<file path="config.mk">
export PLATFORM = sky130hd
export DESIGN_NAME = video_mem_painter
export DESIGN_NICKNAME = d
export VERILOG_FILES = /design/src/rtl/video_mem_pkg.sv /design/src/rtl/video_mem_painter_rect_scanner.sv /design/src/rtl/video_mem_painter.sv
export SDC_FILE = /design/constraint.sdc
export NUM_CORES = 1
export LEC_CHECK = 0
export ABC_CLOCK_PERIOD_IN_PS = 3650
export CORE_AREA = 8 8 100 102
export DETAILED_ROUTE_END_ITERATION = 16
export DIE_AREA = 0 0 108 110
export PLACE_DENSITY_LB_ADDON = 0.25
export SYNTH_ARGS = -nofsm -noshare
export SYNTH_HDL_FRONTEND = slang
export SYNTH_SLANG_ARGS = --single-unit
</file>
<file path="constraint.sdc">
create_clock -name clk -period 3.65 [get_ports clk]
set_input_delay 0.9125 -clock clk [delete_from_list [all_inputs] [get_ports clk]]
set_output_delay 0.9125 -clock clk [all_outputs]
set_load 0.03 [all_outputs]
</file>
<file path="src/rtl/video_mem_pkg.sv">
// Shared definitions for the video memory painter and the game-logic command issuer.
// Command codes, grid geometry and FSM state encoding.
package video_mem_pkg;

  localparam int GRID_BITS = 6;
  localparam int DATA_W    = 4;
  localparam int ADDR_W    = 2 * GRID_BITS;

  typedef enum logic [1:0] {
    OP_CLEAR = 2'b00,
    OP_FILL  = 2'b01,
    OP_READ  = 2'b10,
    OP_NOP   = 2'b11
  } op_t;

  typedef enum logic [2:0] {
    ST_IDLE     = 3'd0,
    ST_CLEAR    = 3'd1,
    ST_FILL     = 3'd2,
    ST_RD_ISSUE = 3'd3,
    ST_RD_WAIT  = 3'd4,
    ST_FINISH   = 3'd5
  } state_t;

  // Last covered coordinate, saturated at the grid edge; size must be nonzero.
  function automatic logic [GRID_BITS-1:0] clip_end(
    input logic [GRID_BITS-1:0] start,
    input logic [GRID_BITS-1:0] size
  );
    logic [GRID_BITS:0] sum;
    sum = {1'b0, start} + {1'b0, size} - (GRID_BITS+1)'(1);
    clip_end = sum[GRID_BITS] ? '1 : sum[GRID_BITS-1:0];
  endfunction

endpackage

</file>
<file path="src/rtl/video_mem_painter_rect_scanner.sv">
// Row-major cell walker over a clipped rectangle.
// Ends are latched on load; full selects the whole 64x64 grid.
module rect_scanner
  import video_mem_pkg::*;
(
  input  logic                 clk,
  input  logic                 reset,
  input  logic                 load,
  input  logic                 step,
  input  logic                 full,
  input  logic [GRID_BITS-1:0] x,
  input  logic [GRID_BITS-1:0] y,
  input  logic [GRID_BITS-1:0] w,
  input  logic [GRID_BITS-1:0] h,
  output logic [GRID_BITS-1:0] cur_x,
  output logic [GRID_BITS-1:0] cur_y,
  output logic                 last,
  output logic                 empty
);

  logic [GRID_BITS-1:0] start_x;
  logic [GRID_BITS-1:0] start_y;
  logic [GRID_BITS-1:0] end_x;
  logic [GRID_BITS-1:0] end_y;
  logic [GRID_BITS-1:0] x0_q;
  logic [GRID_BITS-1:0] ex_q;
  logic [GRID_BITS-1:0] ey_q;

  always_comb begin
    start_x = full ? '0 : x;
    start_y = full ? '0 : y;
    end_x   = full ? '1 : clip_end(x, w);
    end_y   = full ? '1 : clip_end(y, h);
    empty   = !full && (w == '0 || h == '0);
  end

  always_ff @(posedge clk or posedge reset) begin
    if (reset) begin
      cur_x <= '0;
      cur_y <= '0;
      x0_q  <= '0;
      ex_q  <= '0;
      ey_q  <= '0;
    end else if (load) begin
      cur_x <= start_x;
      cur_y <= start_y;
      x0_q  <= start_x;
      ex_q  <= end_x;
      ey_q  <= end_y;
    end else if (step) begin
      if (cur_x == ex_q) begin
        cur_x <= x0_q;
        cur_y <= cur_y + 1'b1;
      end else begin
        cur_x <= cur_x + 1'b1;
      end
    end
  end

  assign last = (cur_x == ex_q) && (cur_y == ey_q);

endmodule

</file>
<file path="src/rtl/video_mem_painter.sv">
// Command-driven painter for video memory port B: CLEAR, FILL_RECT, READ_CELL.
// One RAM access per cycle; address/data hold their last value when idle.
module video_mem_painter
  import video_mem_pkg::*;
(
  input  logic                 clk,
  input  logic                 reset,
  input  logic                 cmd_valid,
  output logic                 cmd_ready,
  input  logic [1:0]           cmd_op,
  input  logic [GRID_BITS-1:0] cmd_x,
  input  logic [GRID_BITS-1:0] cmd_y,
  input  logic [GRID_BITS-1:0] cmd_w,
  input  logic [GRID_BITS-1:0] cmd_h,
  input  logic [DATA_W-1:0]    cmd_color,
  output logic                 done,
  output logic                 rd_valid,
  output logic [DATA_W-1:0]    rd_result,
  output logic [ADDR_W-1:0]    wr_video_mem_addr,
  output logic                 wr,
  output logic [DATA_W-1:0]    wr_data,
  output logic                 rd,
  input  logic [DATA_W-1:0]    rd_data
);

  state_t               state;
  state_t               state_n;
  op_t                  op_q;
  logic [DATA_W-1:0]    color_q;
  logic [ADDR_W-1:0]    held_addr;
  logic [DATA_W-1:0]    held_data;
  logic [GRID_BITS-1:0] cur_x;
  logic [GRID_BITS-1:0] cur_y;
  logic                 last;
  logic                 empty;
  logic                 accept;
  logic                 is_clear;

  assign accept   = cmd_valid && cmd_ready;
  assign is_clear = (cmd_op == OP_CLEAR);

  rect_scanner u_scan (
    .clk   (clk),
    .reset (reset),
    .load  (accept),
    .step  (wr),
    .full  (is_clear),
    .x     (cmd_x),
    .y     (cmd_y),
    .w     (cmd_w),
    .h     (cmd_h),
    .cur_x (cur_x),
    .cur_y (cur_y),
    .last  (last),
    .empty (empty)
  );

  always_ff @(posedge clk or posedge reset) begin
    if (reset) state <= ST_IDLE;
    else       state <= state_n;
  end

  always_comb begin
    state_n = state;
    unique case (state)
      ST_IDLE: begin
        if (accept) begin
          unique case (1'b1)
            cmd_op == OP_CLEAR: state_n = ST_CLEAR;
            cmd_op == OP_FILL:  state_n = empty ? ST_FINISH : ST_FILL;
            cmd_op == OP_READ:  state_n = ST_RD_ISSUE;
            default:            state_n = ST_FINISH;
          endcase
        end
      end
      ST_CLEAR,
      ST_FILL:     if (last) state_n = ST_FINISH;
      ST_RD_ISSUE: state_n = ST_RD_WAIT;
      ST_RD_WAIT:  state_n = ST_FINISH;
      ST_FINISH:   state_n = ST_IDLE;
      default:     state_n = ST_IDLE;
    endcase
  end

  always_comb begin
    cmd_ready = (state == ST_IDLE);
    wr        = (state == ST_CLEAR) || (state == ST_FILL);
    rd        = (state == ST_RD_ISSUE);
    done      = (state == ST_FINISH);
    rd_valid  = (state == ST_FINISH) && (op_q == OP_READ);
    wr_video_mem_addr = (wr || rd) ? {cur_y, cur_x} : held_addr;
    wr_data   = wr ? color_q : held_data;
  end

  // Last driven address/data are kept so the RAM port sees stable values when idle.
  always_ff @(posedge clk or posedge reset) begin
    if (reset) begin
      op_q      <= OP_NOP;
      color_q   <= '0;
      held_addr <= '0;
      held_data <= '0;
      rd_result <= '0;
    end else begin
      if (accept) begin
        op_q    <= op_t'(cmd_op);
        color_q <= cmd_color;
      end
      if (wr || rd) held_addr <= wr_video_mem_addr;
      if (wr)       held_data <= wr_data;
      if (state == ST_RD_WAIT) rd_result <= rd_data;
    end
  end

endmodule
</file>
==> results.json, run 1 <==
{
  "n_fill_cell": 765,
  "relSlewSlack": 0.481,
  "period_needed_ps": 3520,
  "pwr-share-seq": 0.321,
  "synth-simple-area-share": 0.102,
  "rr_worst_depth": 6,
  "crit_path_frequent_cell": "clkdlybuf4s50_1",
  "hold_depth": 2,
  "async_reset_ff_frac": 1.00,
  "rows": 34,
  "switching_share": 0.411,
  "r2r_setup_slack_ps": 1410,
  "drcViolationCount": 0,
  "synth.avg_cell_area_um2": 9.72,
  "status": "finished clean",
  "yosysTopAreaCell": "dfrtp_1",
  "endpoint_kind": "output pin",
  "routedWlPerCell_um": 14.7,
  "area_growth_pct": 24.3,
  "netlist-cell-type-count": 51,
  "io_pins": 62,
  "r2r-end": "u_scan.cur_y[3]$_DFFE_PP0P_",
  "synth_common_cells": "57 x dfrtp_1, 53 x inv_1, 36 x mux2_2",
  "hpwl_um": 6450,
  "yosysMostFrequentCell": "dfrtp_1",
  "cts_max_level": 3,
  "final_cells": 557,
  "slowest_stage": "clkdlybuf4s50_1",
  "drv_slew": 0,
  "grt_pass1_vias": 2925,
  "hold_start": "op_q[1]$_DFFE_PP1P_",
  "setup_violations": 0,
  "start_util": 0.436,
  "grt_max_degree": 25,
  "yosys_most_used_dff": "dfrtp_1",
  "synth-edff-count": 0,
  "gp_routability_congestion": 0.854,
  "synth-adder-area-share": 0.0921,
  "synth_cells": 380,
  "ys_ff_latch": 59,
  "maxCapViolations": 0,
  "ys_top_cells_by_area": "dfrtp_1 39%, mux2_2 11%, ha_1 8.1%",
  "dp.cells": 541,
  "drt_pre_antenna_iters": 4,
  "synth_top_area_share": 0.386,
  "clk_pin_slew_ps": 70,
  "nets": 507,
  "die_area_um2": 11900,
  "hold_class": "reg2reg",
  "slowest_delay_ps": 600,
  "min_to": "op_q[1]$_DFFE_PP1P_",
  "wirelength_um": 8180,
  "post-cts-setup-buffer-count": 0,
  "cts_sinks": 59,
  "grt_pass1_wl_um": 13600,
  "antennaDiodeCount": 0,
  "switching_power_mw": 1.52,
  "vdd_drop_max_uv": 243,
  "synth_area_um2": 3690,
  "yosysWarnings": 0,
  "finalHoldViolCount": 0,
  "clock-root-buffer": "clkbuf_8",
  "clk_latency_ps": 340,
  "synth_top_family_by_area": "compound AO/OA/AOI/OAI gates",
  "powerDensity_nw_per_um2": 806,
  "rsz0062_at_grt": "false",
  "drtIter0Drc": 145,
  "fin_crit_sh": 0.965,
  "crit_fanout": 7,
  "coreArea_um2": 8470,
  "cts_made_buffers": 9,
  "synth_xor_area_frac": 0.0545,
  "grt_antenna_before_repair": 0,
  "start_kind": "primary input",
  "ant_nets": 0,
  "hold_buffers": 0,
  "comb_power_share": 0.523,
  "drive_gt1_frac": 0.171,
  "cp_data_arrival_time_ps": 2610,
  "synth_compound_area_frac": 0.146,
  "via_per_inst": 5.17,
  "synth.mux.area_fraction": 0.121,
  "crit_chain": "clkdlybuf4s50_1, or4b_4, nand2_2, inv_2, clkdlybuf4s50_1",
  "synth.net_count": 443,
  "cts_resized": 0,
  "crit_type": "in2out",
  "p_leak_nw": 2.12,
  "skew_ps": 11.0,
  "route.vias.total": 2879,
  "rr_startpoint": "state[0]$_DFFE_PP0P_",
  "internal_power_mw": 2.18,
  "chipWidth_um": 108,
  "clockBufferDepth": 2,
  "overflow": 0,
  "fin_setup_tns_ps": 0,
  "globalRouteTotalUtil": 0.143,
  "fmax_mhz": 284,
  "io_buffers": 61,
  "tritoncts": "built",
  "ys_seq_area_frac": 0.400,
  "clkPwrFrac": 0.156,
  "worst-slew-pin-transition_ps": 773,
  "critPathRequiredTime_ps": 2740,
  "die_h_um": 110
}
[per-stage QoR]
step	hold slack, ps	cell area, um2	power [mW]	util	worst slack, ps
finish	475	4590	3.70	0.543	129
global route	516	4590	3.95	0.543	66.9
CTS	477	4590	3.73	0.543	112
detailed placement	465	4400	3.15	0.520	112
global placement	458	4400	3.09	0.520	131
floorplan	436	3690	2.55	-	697
[sequential cells by signal, summed over array words and instances (netlist names), 6 cells and up]
signal and cells:
held_addr 12, u_scan.cur_x 6, u_scan.cur_y 6, u_scan.ex_q 6, u_scan.ey_q 6, u_scan.x0_q 6
[metal layers]
metal	GRT usage	vias up	part of all wire
met5	0	-	0
met4	0.0704	0	0.015
met3	0.0256	9	0.041
met2	0.227	63	0.48
met1	0.185	1367	0.47
li1	-	1440	-
[worst max-delay path: cells and delay by family]
| family | cells | cell delay (ps) |
|---|---|---|
| AND/OR/NAND/NOR | 2 | 560 |
| buffers and inverters | 3 | 1140 |
[kinds of logic (layout without fill, tap and decap cells)]
group           after synthesis  count (layout)
compound gates               79              79
buf+inv                      72             141
flops                        59              59
xor+xnor                     23              23
simple gates                 81              81
fa+ha+maj                    26              26
mux                          40              40
[placed cells by master (no fill, tap or decap), types with 5 or more instances in the layout]
cell,instances
xor2_1,9
nand2_1,30
a31oi_1,15
clkbuf_8,9
ha_1,24
clkdlybuf4s50_1,57
dfrtp_1,57
inv_1,52
nor2_1,23
a21oi_1,13
a22o_1,6
nand4_1,5
xnor2_1,14
nand3_1,7
mux2_2,36
buf_4,14
o21ai_0,12
[area by class of cell]
class                      count  area [um2]  share of cell area
inverter                      54         203              0.0441
sequential                    59        1480               0.322
clock buffer                   9         124              0.0270
clock inverter                 7        68.8              0.0150
timing repair buffer          71         676               0.147
multi-input combinational    249        1910               0.415
tap                          108         135              0.0294
[worst max path at each step]
stage / slack (ps) / end / start
global placement: 130 / wr / cmd_valid
CTS: 110 / wr / cmd_valid
floorplan: 700 / wr_data[0] / cmd_valid
finish: 130 / wr / cmd_valid
detailed placement: 110 / wr / cmd_valid
global route: 70 / wr / cmd_valid
[power by group through the flow]
| stage | sequential, mW | combinational [mW] | clock (mW) |
|---|---|---|---|
| after floorplan | 1.13 | 1.42 | 0 |
| after global placement | 1.18 | 1.91 | 0 |
| after detailed placement | 1.20 | 1.95 | 0 |
| after CTS | 1.19 | 1.96 | 0.591 |
| after global routing | 1.23 | 2.10 | 0.620 |
| final | 1.19 | 1.94 | 0.578 |
(Power assumes the default switching activity.)
==> inputs of run 2 (changes only) <==
Settings changed: ABC_CLOCK_PERIOD_IN_PS 3650 to unset, MAX_ROUTING_LAYER set to met4.
==> run 2 against run 1 <==
Effect of this change:
- sequential cell count is the same
- global-route usage grew 0.46 points
- register-to-register slack is essentially flat
- via count is the same
- utilization is the same
- hold slack is essentially flat
- clock power is essentially flat
- total power is essentially flat
==> results.json, run 2 (synthesis results as in run 1) <==
{
  "status": "finished clean",
  "powerDensity_nw_per_um2": 805,
  "dp.cells": 541,
  "period_needed_ps": 3520,
  "max_flop_register": "held_addr",
  "start_util": 0.436,
  "tritoncts": "built",
  "rows": 34,
  "cts_max_level": 3,
  "endpoint_kind": "output pin",
  "routedWlPerCell_um": 14.7,
  "rsz0062_at_grt": "false",
  "clockBufferDepth": 2,
  "drtIter0Drc": 124,
  "antennaDiodeCount": 0,
  "hpwl_um": 6450,
  "internal_power_mw": 2.18,
  "grt_pass1_vias": 2920,
  "area_growth_pct": 24.3,
  "switching_power_mw": 1.52,
  "setup_ws_ps": 130,
  "switching_share": 0.410,
  "drt_pre_antenna_iters": 4,
  "pwr-share-seq": 0.321,
  "cts_sinks": 59,
  "grt_pass1_wl_um": 13600,
  "met2_length_um": 3920,
  "drcViolationCount": 0,
  "chipWidth_um": 108,
  "worst-slew-pin-transition_ps": 776,
  "grt_max_degree": 25,
  "cp_data_arrival_time_ps": 2610,
  "nets": 507,
  "drive_gt1_frac": 0.171,
  "drv_slew": 0,
  "io_buffers": 61,
  "grt_antenna_before_repair": 0,
  "mostFrequentLayoutCells": "57 x dfrtp_1, 57 x clkdlybuf4s50_1, 52 x inv_1",
  "skew_ps": 10.1,
  "fin_crit_sh": 0.964,
  "clk_pin_slew_ps": 70,
  "largest_reg_flops": 12,
  "hold_class": "reg2reg",
  "start_kind": "primary input",
  "clk_latency_ps": 340,
  "io_pins": 62,
  "hold_buffers": 0,
  "route.vias.total": 2879,
  "overflow": 0,
  "final_cells": 557,
  "clock-root-buffer": "clkbuf_8",
  "die_h_um": 110,
  "cts_resized": 0,
  "globalRouteTotalUtil": 0.148,
  "fmax_mhz": 284,
  "die_area_um2": 11900,
  "m1WireLength_um": 3840,
  "p_leak_nw": 2.12,
  "top_layer_used": "met4",
  "via_per_inst": 5.17,
  "critPathRequiredTime_ps": 2740,
  "dr_wl_met3_um": 293,
  "crit_type": "in2out",
  "relSlewSlack": 0.480,
  "post-place-ws_ps": 112,
  "finalHoldViolCount": 0,
  "clkPwrFrac": 0.156,
  "post-cts-setup-buffer-count": 0,
  "ant_nets": 0,
  "comb_power_share": 0.523,
  "gp_routability_congestion": 0.868,
  "fin_setup_tns_ps": 0,
  "coreArea_um2": 8470,
  "n_fill_cell": 765,
  "wirelength_um": 8170,
  "vdd_drop_max_uv": 243,
  "crit_fanout": 7,
  "setup_violations": 0,
  "maxCapViolations": 0,
  "cts_made_buffers": 9
}
==> run 2: cell counts in the layout (fill, tap and decap cells not counted) <==
Identical to the previous run, type by type.
==> run 2: cell type report <==
| type | count | area (um2) | area share |
|---|---|---|---|
| Clock buffer | 9 | 124 | 0.0270 |
| Tap cell | 108 | 135 | 0.0294 |
| Sequential cell | 59 | 1480 | 0.322 |
| Timing Repair Buffer | 71 | 676 | 0.147 |
| Inverter | 54 | 203 | 0.0441 |
| Multi-Input combinational cell | 249 | 1910 | 0.415 |
| Clock inverter | 7 | 68.8 | 0.0150 |
==> run 2: critical path, cell delays in order <==
cell	delay, ps
clkdlybuf4s50_1	470
or4b_4	470
nand2_2	90
inv_2	70
clkdlybuf4s50_1	600
==> run 2: stage by stage <==
stage	power [mW]	area, um2	utilization	hold WS, ps
after floorplan	2.55	3690	-	436
after global placement	3.09	4400	0.520	458
after detailed placement	3.15	4400	0.520	465
after CTS	3.73	4590	0.543	477
after global routing	3.95	4590	0.543	516
final	3.70	4590	0.543	475
==> run 2: path summary, 6_finish.rpt <==
check	slack, ps	end	from	cells after the start
setup / recovery	130	wr	cmd_valid	5
hold reg to reg	480	op_q[1]$_DFFE_PP1P_	op_q[1]$_DFFE_PP1P_	2
hold / removal	480	op_q[1]$_DFFE_PP1P_	op_q[1]$_DFFE_PP1P_	2
setup reg to reg	1400	u_scan.cur_y[3]$_DFFE_PP0P_	state[0]$_DFFE_PP0P_	6
min in group asynchronous	880	held_data[2]$_DFFE_PP0N_	reset	2
max in group asynchronous	2110	u_scan.x0_q[1]$_DFFE_PP0P_	reset	3
==> run 2: layer usage <==
layer | global-route usage | up-vias
met5 | - | -
met4 | 0.0704 | 0
met3 | 0.0244 | 9
met2 | 0.227 | 59
met1 | 0.187 | 1372
li1 | - | 1439
==> run 2: power by group through the flow <==
stage          registers (mW)  logic [mW]  clock network (mW)
6_report                 1.19        1.93               0.577
5_1_grt                  1.23        2.10               0.622
4_1_cts                  1.19        1.96               0.591
3_5_place_dp             1.20        1.95                   0
3_3_place_gp             1.18        1.91                   0
2_1_floorplan            1.13        1.42                   0
==> inputs of run 3 (changes only) <==
Settings changed: SLEW_MARGIN set to 10, TNS_END_PERCENT set to 20.
==> results of run 3 <==
Same layout as run 2: the final DEF is identical, and so are final timing and power.
